<file path="config.mk">
export PLATFORM = sky130hd
export DESIGN_NAME = alu_issue_station
export DESIGN_NICKNAME = d
export VERILOG_FILES = /design/src/rtl/alu_issue_station.sv
export SDC_FILE = /design/constraint.sdc
export NUM_CORES = 2
export LEC_CHECK = 0
export ABC_AREA = 1
export CORE_MARGIN = 2
export CORE_UTILIZATION = 26
export CTS_CLUSTER_SIZE = 8
export DETAILED_ROUTE_END_ITERATION = 8
export PLACE_DENSITY_LB_ADDON = 0.3
export SLEW_MARGIN = 0
export SYNTH_ARGS = -nofsm -noshare
export SYNTH_HDL_FRONTEND = slang
export SYNTH_SLANG_ARGS = --single-unit
</file>
<file path="constraint.sdc">
create_clock -name clk_in -period 25 [get_ports clk_in]
set_input_delay 3.75 -clock clk_in [delete_from_list [all_inputs] [get_ports clk_in]]
set_output_delay 3.75 -clock clk_in [all_outputs]
set_load 0.02 [all_outputs]
</file>
<file path="src/rtl/alu_issue_station.sv">
// Reservation station and single-issue scheduler feeding the integer ALU.
// Buffers dispatched micro-ops, wakes pending operands from the CDB, and issues the lowest ready entry.
module alu_issue_station #(
    parameter int DEPTH  = 8,
    parameter int OP_W   = 6,
    parameter int DATA_W = 32,
    parameter int TAG_W  = 5
) (
    input  logic              clk_in,
    input  logic              rst_in,
    input  logic              rdy_in,
    input  logic              clear,
    input  logic              disp_valid,
    input  logic [OP_W-1:0]   disp_op,
    input  logic              disp_qj_busy,
    input  logic              disp_qk_busy,
    input  logic [TAG_W-1:0]  disp_qj,
    input  logic [TAG_W-1:0]  disp_qk,
    input  logic [DATA_W-1:0] disp_vj,
    input  logic [DATA_W-1:0] disp_vk,
    input  logic [TAG_W-1:0]  disp_rob,
    output logic              rs_full,
    input  logic              cdb_valid,
    input  logic [TAG_W-1:0]  cdb_rob,
    input  logic [DATA_W-1:0] cdb_val,
    output logic              alu_status,
    output logic [OP_W-1:0]   alu_op,
    output logic [DATA_W-1:0] alu_rs1,
    output logic [DATA_W-1:0] alu_rs2,
    output logic [TAG_W-1:0]  alu_rob
);

    localparam int IDX_W = (DEPTH > 1) ? $clog2(DEPTH) : 1;

    logic [DEPTH-1:0]  busy_q, busy_d;
    logic [DEPTH-1:0]  qjBusy_q, qjBusy_d;
    logic [DEPTH-1:0]  qkBusy_q, qkBusy_d;
    logic [OP_W-1:0]   op_q  [DEPTH];
    logic [OP_W-1:0]   op_d  [DEPTH];
    logic [DATA_W-1:0] vj_q  [DEPTH];
    logic [DATA_W-1:0] vj_d  [DEPTH];
    logic [DATA_W-1:0] vk_q  [DEPTH];
    logic [DATA_W-1:0] vk_d  [DEPTH];
    logic [TAG_W-1:0]  qj_q  [DEPTH];
    logic [TAG_W-1:0]  qj_d  [DEPTH];
    logic [TAG_W-1:0]  qk_q  [DEPTH];
    logic [TAG_W-1:0]  qk_d  [DEPTH];
    logic [TAG_W-1:0]  rob_q [DEPTH];
    logic [TAG_W-1:0]  rob_d [DEPTH];

    logic              status_q, status_d;
    logic [OP_W-1:0]   aluOp_q, aluOp_d;
    logic [DATA_W-1:0] aluRs1_q, aluRs1_d;
    logic [DATA_W-1:0] aluRs2_q, aluRs2_d;
    logic [TAG_W-1:0]  aluRob_q, aluRob_d;

    logic [DEPTH-1:0]  ready;
    logic              issueHit;
    logic [IDX_W-1:0]  issueIdx;
    logic              freeHit;
    logic [IDX_W-1:0]  freeIdx;
    logic              dispJHit;
    logic              dispKHit;

    assign rs_full    = &busy_q;
    assign alu_status = status_q;
    assign alu_op     = aluOp_q;
    assign alu_rs1    = aluRs1_q;
    assign alu_rs2    = aluRs2_q;
    assign alu_rob    = aluRob_q;

    // Priority encoders: descending loops leave the lowest matching index selected.
    always_comb begin
        ready    = busy_q & ~qjBusy_q & ~qkBusy_q;
        issueHit = 1'b0;
        issueIdx = '0;
        freeHit  = 1'b0;
        freeIdx  = '0;
        for (int i = DEPTH - 1; i >= 0; i--) begin
            if (ready[i]) begin
                issueHit = 1'b1;
                issueIdx = IDX_W'(i);
            end
            if (!busy_q[i]) begin
                freeHit = 1'b1;
                freeIdx = IDX_W'(i);
            end
        end
        dispJHit = cdb_valid && disp_qj_busy && (cdb_rob == disp_qj);
        dispKHit = cdb_valid && disp_qk_busy && (cdb_rob == disp_qk);
    end

    always_comb begin
        busy_d   = busy_q;
        qjBusy_d = qjBusy_q;
        qkBusy_d = qkBusy_q;
        op_d     = op_q;
        vj_d     = vj_q;
        vk_d     = vk_q;
        qj_d     = qj_q;
        qk_d     = qk_q;
        rob_d    = rob_q;
        status_d = 1'b0;
        aluOp_d  = aluOp_q;
        aluRs1_d = aluRs1_q;
        aluRs2_d = aluRs2_q;
        aluRob_d = aluRob_q;

        if (clear) begin
            busy_d = '0;
        end else if (rdy_in) begin
            for (int i = 0; i < DEPTH; i++) begin
                if (busy_q[i] && cdb_valid) begin
                    if (qjBusy_q[i] && (qj_q[i] == cdb_rob)) begin
                        vj_d[i]     = cdb_val;
                        qjBusy_d[i] = 1'b0;
                    end
                    if (qkBusy_q[i] && (qk_q[i] == cdb_rob)) begin
                        vk_d[i]     = cdb_val;
                        qkBusy_d[i] = 1'b0;
                    end
                end
            end

            if (issueHit) begin
                busy_d[issueIdx] = 1'b0;
                status_d         = 1'b1;
                aluOp_d          = op_q[issueIdx];
                aluRs1_d         = vj_q[issueIdx];
                aluRs2_d         = vk_q[issueIdx];
                aluRob_d         = rob_q[issueIdx];
            end

            // The free slot is never the issuing one, since it comes from the pre-issue busy vector.
            if (disp_valid && freeHit) begin
                busy_d[freeIdx]   = 1'b1;
                op_d[freeIdx]     = disp_op;
                rob_d[freeIdx]    = disp_rob;
                qj_d[freeIdx]     = disp_qj;
                qk_d[freeIdx]     = disp_qk;
                qjBusy_d[freeIdx] = disp_qj_busy && !dispJHit;
                qkBusy_d[freeIdx] = disp_qk_busy && !dispKHit;
                vj_d[freeIdx]     = dispJHit ? cdb_val : disp_vj;
                vk_d[freeIdx]     = dispKHit ? cdb_val : disp_vk;
            end
        end
    end

    always_ff @(posedge clk_in) begin
        if (rst_in) begin
            busy_q   <= '0;
            qjBusy_q <= '0;
            qkBusy_q <= '0;
            status_q <= 1'b0;
            aluOp_q  <= '0;
            aluRs1_q <= '0;
            aluRs2_q <= '0;
            aluRob_q <= '0;
        end else begin
            busy_q   <= busy_d;
            qjBusy_q <= qjBusy_d;
            qkBusy_q <= qkBusy_d;
            status_q <= status_d;
            aluOp_q  <= aluOp_d;
            aluRs1_q <= aluRs1_d;
            aluRs2_q <= aluRs2_d;
            aluRob_q <= aluRob_d;
        end
        op_q  <= op_d;
        vj_q  <= vj_d;
        vk_q  <= vk_d;
        qj_q  <= qj_d;
        qk_q  <= qk_d;
        rob_q <= rob_d;
    end

endmodule
</file>
==> metrics.md <==
| Metric | Value |
|---|---|
| Critical Path Most Common Cell | `buf_4` |
| Seq/Total Area, Yosys | `50.7%` |
| Site Rows | `approximately 150` |
| Static leakage | `20.8 nW` |
| Initial Utilization | `about a quarter` |
| Post-synth ARST share | `0%` |
| Num ports | `207` |
| Antenna Nets Post-Route | `0` |
| # nets final | `5496` |
| Largest net degree at the start of global routing | `187` |
| CP Capture Type | `flop` |
| Reg power frac | `46.9%` |
| Sw Pwr | `roughly 0.80 mW` |
| Most frequent cells in the layout | `1249 x nand2_1, 680 x edfxtp_1, 667 x inv_1, 443 x o21ai_0, 404 x nand3_1` |
| Clock sinks | `780` |
| Synthesized flop and latch total | `780` |
| Max Freq | `139 MHz` |
| Max-slew violations | `0` |
| Int Pwr | `~2.4 mW` |
| Ranking of synthesized cells by area | `edfxtp_1 46%, nand2_1 11%, inv_1 5.7%` |
| Layout cells sized above 1 | `5.98%` |
| Met3 Wirelength | `16.8 mm` |
| Post-synth cell types | `40` |
| Fin crit period | `7190 ps` |
| 1st-iter DRT viols | `5082` |
| Avg WL per Cell | `24.4 microns` |
| Final clock skew | `roughly 67 ps` |
| Drt total wl | `187 mm` |
| Switching Fraction | `25.3%` |
| Synthesis warning total | `0` |
| Hold Vio Cnt, Final | `0` |
| Core area | `0.169 sq mm` |
| First-pass DRT Iterations | `6` |
| Setup ws final | `17810 ps` |
| Average size of a mapped cell | `8.19 sq um` |
| Post-CTS Resized | `0` |
| Setup Fix Bufs, Post-CTS | `0` |
| Clock power frac | `45.8%` |
| Number of global-route vias before repair | `38100` |
| Clk pin slew, worst setup/hold paths | `around 50 ps` |
| DR vias | `just over 40000` |
| Vias/cell | `5.25` |
| EDFF count, synth | `680` |
| Die height | `416 microns` |
| Hold path cells | `2` |
| Remaining Overflow, GRT | `0` |
| R2R setup slack | `between 15000 and 20000 ps` |
| H-tree levels | `3` |
| Metal1 wirelength | `75.3 mm` |
| Worst path cell trace | `clkdlybuf4s50_1 > inv_1 > nor2_4 > buf_4 > buf_4 > nand3_2 > buf_4 > inv_2 > buf_4 > o22ai_1 > inv_1` |
| Clock buffer count from CTS | `~110` |
| Cells after Synth | `5402` |
| Setup violations, final | `0` |
| Clock buffer depth | `3` |
| Total GRT Usage | `20.9%` |
| Worst-Skew Late Latency | `760 ps` |
| Hold Slack | `500 ps` |
| WP data arrival | `7750 ps` |
| Worst-Margin Slew | `1250 ps` |
| Dpl hpwl | `slightly below 100 mm` |
| Run status | `finished clean` |
| Initial antenna violation count | `25` |
| Maximum vdd ir drop | `0.0520 mV` |
| Worst hold start | `qkBusy_q[0]` |
| CTS tree | `yes` |
| Yosys top cell area share | `46.2%` |
| Final period util | `28.7%` |
| # fillers | `between 15000 and 20000` |
| Number of buffers added on ports | `206` |
| Critical R2R Capture | `alu_rs2[17]` |
| Total Power | `around 3.2 mW` |
| Max-cap viol count | `0` |
| Hold crit path type | `reg2reg` |
| Ys flop type | `edfxtp_1` |
| Startpoint Class | `input port` |
| First-pass GRT wire length | `269 mm` |
| Met2 WL | `87.3 mm` |
| Syn nets | `roughly 5500` |
| R2R depth | `15` |
| Die area | `around 0.17 sq mm` |
| Chip Width | `416 microns` |
| Top layer in use | `met5` |
| WHS Endpoint | `qkBusy_q[0]` |
| GPL Wtd Cong | `0.806` |
| Max-slew headroom | `between 10% and 20%` |
| Utilization after layout | `between 30% and 40%` |
| Pwr dens | `61.5 mW/mm^2` |
| Post-Place Setup Slack | `17180 ps` |
| P&R area growth vs syn | `15.9%` |
| Delay of the slowest critical-path stage | `approximately 940 ps` |
| Comb power frac | `around 7.3%` |
| Most common cell after layout, fill and taps aside | `nand2_1` |
| Root Driver | `clkbuf_16` |
| Final setup TNS | `0 ps` |
| Critical path's slowest cell | `buf_4` |
| Setup Crit Path Kind | `in2reg` |
| Leading area contributor after synthesis | `edfxtp_1` |
| Top fanout value on the critical path | `between 40 and 50` |
| R2r startpoint | `qjBusy_q[0]` |
| RSZ-0062 raised after global routing | `no` |
| Hold_buf cts | `0` |
| Post-Syn Area | `0.0442 sq mm` |
| Worst Path Required | `about 26000 ps` |
| Drc violations | `0` |
[synth_stat cells (4+ instances only)]
master,n
a21oi_1,65
a31oi_1,61
buf_1,20
buf_2,136
buf_4,27
buf_6,6
clkbuf_1,235
dfxtp_1,100
edfxtp_1,680
inv_1,669
inv_2,20
nand2_1,1263
nand3_1,412
nand3_2,7
nand3b_1,73
nand4_1,83
nand4_2,4
nor2_1,401
nor2_2,6
nor3_1,13
nor3_2,6
o211ai_1,217
o211ai_2,37
o21ai_0,443
o21ai_1,121
o22ai_1,225
o31ai_1,4
or2_2,6
xnor2_1,8
xor2_1,42
[layout make-up]
cell class	count	area (sq um)	share of cell area (%)
antenna	4	10.0	0.0195
clock buffer	188	3050	5.96
clock inverter	10	179	0.349
inverter	689	2590	5.06
multi-input combinational	3509	17600	34.3
sequential	780	22400	43.8
tap	2218	2780	5.42
timing repair buffer	277	2620	5.11
[routing by layer]
| layer | track usage, % | up-vias |
|---|---|---|
| li1 | - | 18300 |
| met1 | 27.3 | 19300 |
| met2 | 34.3 | 2157 |
| met3 | 3.19 | 428 |
| met4 | 8.75 | 16 |
| met5 | 0 | - |
[power by group through the flow]
stage          clock (mW)  sequential, mW  combinational, mW
6_report             1.44            1.48              0.229
3_5_place_dp            0            1.50              0.227
2_1_floorplan           0            1.53              0.133
5_1_grt              1.52            1.48              0.252
3_3_place_gp            0            1.50              0.224
4_1_cts              1.47            1.48              0.228
[worst max-delay path by stage]
stage	startpoint	end	slack, ps
2_1_floorplan	rdy_in	vj_q[0]	5820
3_3_place_gp	cdb_rob[2]	qkBusy_q[1]	17230
3_5_place_dp	disp_valid	vk_q[231]	17180
4_1_cts	disp_valid	vk_q[237]	17950
5_1_grt	cdb_rob[2]	vj_q[158]	17660
6_report	disp_valid	vk_q[243]	17810
[stage by stage]
step / area, sq um / std cells
after floorplan: 44200 / 5402
final: 51200 / 7675
after global routing: 51200 / 7674
after detailed placement: 48000 / 7473
after CTS: 51200 / 7671
after global placement: 48000 / 7473
[worst max-delay path, delay by kind of cell]
kind | cells | cell delay [ps]
buffers and inverters | 8 | 3500
AOI/OAI and AO/OA | 1 | 170
and+or+nand+nor | 2 | 220
[cell families after synthesis]
family | after synthesis | synth area share [%]
AND/OR/NAND/NOR | 2281 | 22.1
AO/OA/AOI/OAI | 1177 | 16.0
buffers and inverters | 1113 | 10.2
flip-flops | 780 | 50.7
XOR/XNOR | 50 | 0.990
multiplexers | 1 | 0.0226
[registers in the layout, summed over array words and instances, names as in the netlist]
register / flops
busy_q: 8
alu_rob: 5
op_q: 48
qkBusy_q: 8
rob_q: 40
vk_q: 256
alu_rs2: 32
qjBusy_q: 8
alu_rs1: 32
qj_q: 40
qk_q: 40
alu_status: 1
alu_op: 6
vj_q: 256
Power figures use the tool's default switching activity.
